## src/rtl/prog_pkg.sv

```systemverilog
// Shared constants and FSM state encoding for the program loader.
// The optional checksum trailer is enabled by defining PROG_LOADER_CHECKSUM_EN.
package prog_pkg;

  localparam int AW = 12;
  localparam int DW = 8;
  localparam logic [7:0] SYNC = 8'hA5;

  typedef enum logic [3:0] {
    S_IDLE = 4'd0,
    S_AHI  = 4'd1,
    S_ALO  = 4'd2,
    S_LHI  = 4'd3,
    S_LLO  = 4'd4,
    S_DATA = 4'd5,
    S_CSUM = 4'd6,
    S_DONE = 4'd7,
    S_ERR  = 4'd8
  } state_t;

endpackage

```

## src/rtl/prog_loader.sv

```systemverilog
// Loads a framed byte stream into program memory and restarts the PC at the frame's start address.
// Define PROG_LOADER_CHECKSUM_EN to require a trailing mod-256 checksum byte per frame.
module prog_loader
  import prog_pkg::*;
(
  input  logic          clk,
  input  logic          reset,
  input  logic          rx_valid,
  input  logic [7:0]    rx_data,
  output logic          rx_ready,
  output logic          mem_we,
  output logic [AW-1:0] mem_addr,
  output logic [DW-1:0] mem_wdata,
  output logic          busy,
  output logic          done,
  output logic          err,
  output logic          pc_load,
  output logic [AW-1:0] pc_inpload
);

  state_t        state_reg;
  logic [AW-1:0] addr_reg;
  logic [AW-1:0] len_reg;
  logic          accept;

`ifdef PROG_LOADER_CHECKSUM_EN
  logic [7:0] sum_reg;
  logic [7:0] csum_next;

  always_comb begin
    csum_next = sum_reg + rx_data;
  end
`endif

  // Terminal states spend exactly one cycle pulsing status, so no byte is taken there.
  assign rx_ready = (state_reg != S_DONE) && (state_reg != S_ERR);
  assign busy     = (state_reg != S_IDLE);
  assign accept   = rx_valid && rx_ready;

  always_ff @(posedge clk or negedge reset) begin
    if (!reset) begin
      state_reg  <= S_IDLE;
      addr_reg   <= '0;
      len_reg    <= '0;
      mem_we     <= 1'b0;
      mem_addr   <= '0;
      mem_wdata  <= '0;
      done       <= 1'b0;
      err        <= 1'b0;
      pc_load    <= 1'b0;
      pc_inpload <= '0;
`ifdef PROG_LOADER_CHECKSUM_EN
      sum_reg    <= '0;
`endif
    end else begin
      mem_we  <= 1'b0;
      done    <= 1'b0;
      err     <= 1'b0;
      pc_load <= 1'b0;
      case (state_reg)
        S_IDLE: begin
          if (accept && rx_data == SYNC) begin
            state_reg <= S_AHI;
            addr_reg  <= '0;
            len_reg   <= '0;
`ifdef PROG_LOADER_CHECKSUM_EN
            sum_reg   <= '0;
`endif
          end
        end
        S_AHI: begin
          if (accept) begin
            addr_reg[11:8] <= rx_data[3:0];
            if (rx_data[7:4] != 4'd0) begin
              state_reg <= S_ERR;
              err       <= 1'b1;
            end else begin
              state_reg <= S_ALO;
            end
          end
        end
        S_ALO: begin
          if (accept) begin
            addr_reg[7:0] <= rx_data;
            state_reg     <= S_LHI;
          end
        end
        S_LHI: begin
          if (accept) begin
            len_reg[11:8] <= rx_data[3:0];
            if (rx_data[7:4] != 4'd0) begin
              state_reg <= S_ERR;
              err       <= 1'b1;
            end else begin
              state_reg <= S_LLO;
            end
          end
        end
        S_LLO: begin
          if (accept) begin
            len_reg[7:0] <= rx_data;
            pc_inpload   <= addr_reg;
            state_reg    <= S_DATA;
          end
        end
        S_DATA: begin
          // len counts remaining bytes minus one, so the byte taken at len==0 is the last.
          if (accept) begin
            mem_we    <= 1'b1;
            mem_addr  <= addr_reg;
            mem_wdata <= rx_data;
            addr_reg  <= addr_reg + 1'b1;
            len_reg   <= len_reg - 1'b1;
`ifdef PROG_LOADER_CHECKSUM_EN
            sum_reg   <= csum_next;
            if (len_reg == '0) begin
              state_reg <= S_CSUM;
            end
`else
            if (len_reg == '0) begin
              state_reg <= S_DONE;
              done      <= 1'b1;
              pc_load   <= 1'b1;
            end
`endif
          end
        end
`ifdef PROG_LOADER_CHECKSUM_EN
        S_CSUM: begin
          if (accept) begin
            if (csum_next == 8'd0) begin
              state_reg <= S_DONE;
              done      <= 1'b1;
              pc_load   <= 1'b1;
            end else begin
              state_reg <= S_ERR;
              err       <= 1'b1;
            end
          end
        end
`endif
        S_DONE:  state_reg <= S_IDLE;
        S_ERR:   state_reg <= S_IDLE;
        default: state_reg <= S_IDLE;
      endcase
    end
  end

endmodule

```

## config.mk

```make
export PLATFORM = sky130hd
export DESIGN_NAME = prog_loader
export DESIGN_NICKNAME = d
export VERILOG_FILES = /design/src/rtl/prog_pkg.sv /design/src/rtl/prog_loader.sv
export SDC_FILE = /design/constraint.sdc
export NUM_CORES = 1
export LEC_CHECK = 0
export ABC_AREA = 1
export CAP_MARGIN = 20
export CORE_MARGIN = 5
export CORE_UTILIZATION = 51
export CTS_BUF_LIST = sky130_fd_sc_hd__clkbuf_4
export CTS_CLUSTER_SIZE = 10
export DETAILED_ROUTE_END_ITERATION = 10
export PLACE_DENSITY = 0.76
export SLEW_MARGIN = 20
export SYNTH_ARGS = -nofsm -noshare
export SYNTH_HDL_FRONTEND = slang
export SYNTH_SLANG_ARGS = --single-unit
```

## constraint.sdc

```tcl
create_clock -name clk -period 1.4 [get_ports clk]
set_input_delay 0.42 -clock clk [delete_from_list [all_inputs] [get_ports clk]]
set_output_delay 0.42 -clock clk [all_outputs]
set_load 0.05 [all_outputs]
```

==> impl_metrics.ini <==
[final_layout]
nFillCells = 249
drive_above_1_share_pct = 40.4
final_common_cell = nand2_1
area_delta_synth_final_pct = 69.8
nets = 620
fin_cells = 689
stdcell_area_um2 = 5820
antenna_cells = 0
final_util_pct = 90.2
layout_common_cells = 124 x nand2_1, 80 x buf_4, 60 x dfrtp_1

[routing]
drc = 0
ant_nets = 0
drt_iter0_markers = 653
wl_per_cell_um = 23.9
vias = 4466
drt_wl_total_um = 16500
firstDrtPassIters = 9
avgViaCountPerCell = 6.48

[outcome]
violations = negative setup slack
outcome = finished, violations left

[grt]
track_usage_pct = 28.6
grt_pass1_wl_um = 18800
grt_pass1_vias = 3811
grt_overflow_total = 0
antenna_found_initial = 0
grt_max_degree = 31

[synth]
synth_compound_area_share_pct = 12.4
syn_inst = 449
synth_top_family_by_area = simple AND/OR/NAND/NOR gates
synth_mux_area_share_pct = 0
ys_warn_count = 0
ys_types = 28
synth_seq_cells = 63
post_synth_instance_area_um2 = 3430
synthXorXnorAreaFrac_pct = 0.511
ys_seq_area_share_pct = 46.0
synth_simple_gate_area_share_pct = 32.1
syn_area_per_cell_um2 = 7.64
synth-adder-area-share_pct = 0.730
syn_nets = 462

[sta]
fmax_mhz = 517
fin_crit_sh_pct = 138
worstMarginPinSlew_ns = 0.505
clock-skew-final_ns = 0.0243
period_minus_slack_ns = 1.93
rsz0062_at_grt = yes
setup_violations = 101
final-max-slew-violation-count = 0
fin_ws_ns = -0.535
tns_ns = -27.91
slew_headroom_pct = 66.0
holdWs_ns = 0.461
timing_hold_violations_final = 0

[place]
dp.cells = 609
port_buffers = 48
gp_congestion = 0.936
place_ws_ns = -0.520
place_area_um2 = 4770
hpwl_um = 6790

[critical_path]
worstPathMaxFanout = 8
critPathKind = reg2reg
cp_slowest_cell = dfrtp_1
arrival_ns = 2.29
critical_path.cell_chain = inv_2, nand2_4, inv_4, buf_4, buf_4, nand3_1, buf_4, o21ai_0, nand2_2, o21ai_2
start_kind = flop
critPathBufInv = 5
slowest_delay_ns = 0.44
crit_required_ns = 1.76
cp_common_cell = buf_4
critPathTopFamily = buffers and inverters
end_kind = flop

[cts]
insertion_delay_ns = 0.43
cts_sinks = 63
clkTransAtPathRegs_ns = 0.13
cts_htree_levels = 3
cts_root_buf = clkbuf_4
clockBufferDepth = 2
cts_tree = yes
cts_buffers = 9

[power]
p_leak_nw = 2.85
power_density_nw_per_um2 = 1620
fin_total_pwr_mw = 9.44
irDropWorstVdd_mv = 1.59

[hold_path]
hold_class = in2async

[floorplanning]
core_um2 = 6460
rows = 29
die_w_um = 92.0
die_area_um2 = 8460
pin_count = 49
initial_core_util_pct = 53.1
fp.dieH_um = 92.0

[flow_run]
cap_violations = 0
-- cell families (layout without fill, tap and decap cells) --
logic type / after synthesis / count (layout)
AO/OA/AOI/OAI: 77 / 77
AND/OR/NAND/NOR: 237 / 241
XOR/XNOR: 2 / 2
flip-flops: 63 / 63
adder cells (fa/ha/maj): 2 / 2
buffers and inverters: 68 / 227
-- worst paths after layout --
kind | slack [ns] | depth (start not counted) | endpoint | startpoint
max in group asynchronous | 0.41 | 3 | state_reg[0]$_DFFE_PN0P_ | reset
max reg2reg | -0.53 | 10 | addr_reg[7]$_DFFE_PN0P_ | state_reg[2]$_DFFE_PN0P_
min | 0.46 | 2 | addr_reg[2]$_DFFE_PN0P_ | reset
min in group clk | 0.56 | 2 | len_reg[8]$_DFFE_PN0P_ | len_reg[8]$_DFFE_PN0P_
max | -0.53 | 10 | addr_reg[7]$_DFFE_PN0P_ | state_reg[2]$_DFFE_PN0P_
min reg2reg | 0.56 | 2 | len_reg[8]$_DFFE_PN0P_ | len_reg[8]$_DFFE_PN0P_
-- metal layers --
metal	GRT usage (%)	up-vias	share of wire [%]
met5	0	-	0
met2	47.9	500	46
met3	5.81	175	12
li1	-	1761	-
met1	33.5	2030	33
met4	17.9	0	9.7
-- synth_stat cells (all sizes together) --
| library cell | number | area share (%) |
|---|---|---|
| clkbuf | 2 | 0.22 |
| buf | 9 | 1.9 |
| xnor2 | 2 | 0.51 |
| o22ai | 5 | 0.91 |
| inv | 57 | 6.2 |
| nand4 | 6 | 1.1 |
| o21ai | 71 | 11 |
| ha | 2 | 0.73 |
| nor3 | 7 | 1.3 |
| a21oi | 1 | 0.15 |
| nor2 | 32 | 5.6 |
| nand2 | 161 | 19 |
| nand3 | 31 | 4.7 |
| dfrtp | 63 | 46 |
-- power breakdown --
part	internal (mW)	switching (mW)	total [mW]	leakage, nW
Clock	0.598	0.763	1.36	0.0750
Combinational	2.31	3.28	5.59	1.91
Sequential	2.11	0.379	2.49	0.869
Total	5.02	4.42	9.44	2.85
-- area by class of cell --
class,count,area [µm²],area share (%)
multi-input cells,322,1820,31.2
clock buffers,12,90.1,1.55
repair buffers,154,1960,33.7
well taps,77,96.3,1.65
flip-flops and latches,63,1580,27.1
inverters,57,229,3.93
clock inverters,4,46.3,0.795
-- timing repair --
| item | 4_1_cts | 5_1_grt |
|---|---|---|
| cloned | 7 | 4 |
| endpoints found under the setup margin | 98 | 101 |
| gates resized for setup | 29 | 57 |
| pin swaps | 7 | 11 |
| hold buffers | 1 | 0 |
| setup buffers | 23 | 30 |
| endpoints found under the hold margin | 10 | 0 |
Note: power is estimated with default switching activity, not from simulation.
==> edit (same flow settings) <==
The 9 states of `state_t` get a one-hot encoding in 9 bits.
--- a/src/rtl/prog_pkg.sv
+++ b/src/rtl/prog_pkg.sv
@@ -6,16 +6,16 @@
   localparam int DW = 8;
   localparam logic [7:0] SYNC = 8'hA5;
 
-  typedef enum logic [3:0] {
-    S_IDLE = 4'd0,
-    S_AHI  = 4'd1,
-    S_ALO  = 4'd2,
-    S_LHI  = 4'd3,
-    S_LLO  = 4'd4,
-    S_DATA = 4'd5,
-    S_CSUM = 4'd6,
-    S_DONE = 4'd7,
-    S_ERR  = 4'd8
+  typedef enum logic [8:0] {
+    S_IDLE = 9'b000000001,
+    S_AHI  = 9'b000000010,
+    S_ALO  = 9'b000000100,
+    S_LHI  = 9'b000001000,
+    S_LLO  = 9'b000010000,
+    S_DATA = 9'b000100000,
+    S_CSUM = 9'b001000000,
+    S_DONE = 9'b010000000,
+    S_ERR  = 9'b100000000
   } state_t;
 
 endpackage
Function: same outputs for any inputs over 10 cycles, from zero or initial values and one cycle with reset low; not proved beyond that.
==> edit against the unedited design <==
The run now fails in global routing (5_1_grt). Synthesized area up 4.4%.
==> edit: results <==
clock_tree:
  clock-sinks: 67
  cts_buffer_depth: 2
  htreeDepth: 3
  cts_buffers: 9
  cts-root-buf: "clkbuf_4"
status:
  lastStage: "global routing (5_1_grt)"
  status: "did not finish"
  tool.error: "[ERROR DPL-0038] Utilization greater than 100%, impossible to legalize"
synthesis:
  synth_area_leaders: "dfrtp_1 46%, nand2_1 16%, o21ai_0 7.3%, inv_1 5.1%, nor2_1 4.0%"
  syn-num-nets: 485
  synth-seq-area-share_pct: 46.9
  synth_cells: 472
  yosysWarnings: 0
  async_flop_share_pct: 100
  synth_commonest_cells: "152 x nand2_1, 66 x dfrtp_1, 52 x o21ai_0, 49 x inv_1, 38 x nor2_1"
  yosys.cell_types.count: 32
placement:
  placed_cells: 682
  place_congestion: 0.942
  hpwl_um: 7880
  io_buffers: 48
timing:
  worstEndpointType: "primary output"
  postGrtWorstEndpoint: "busy"
global_route:
  grt_max_degree: 68
-- edit: repair_timing --
action / 4_1_cts
cloned: 10
pin swaps: 14
setup buffers: 33
hold buffers: 1
gates resized for setup: 127
setup endpoints to repair: 105
endpoints found under the hold margin: 6
-- edit: kinds of logic after synthesis --
| kind of cell | share of synthesized area, % |
|---|---|
| compound gates | 12.9 |
| xor+xnor | 0.245 |
| fa+ha+maj | 0.699 |
| buf+inv | 8.00 |
| flops | 46.9 |
| simple gates | 31.3 |
-- edit: stage by stage --
step,TNS (ps),instance area [um2],setup slack (ps)
floorplan,-2640,3590,-136
global placement,-26560,5110,-555
detailed placement,-27920,5110,-567
CTS,-20600,6110,-638
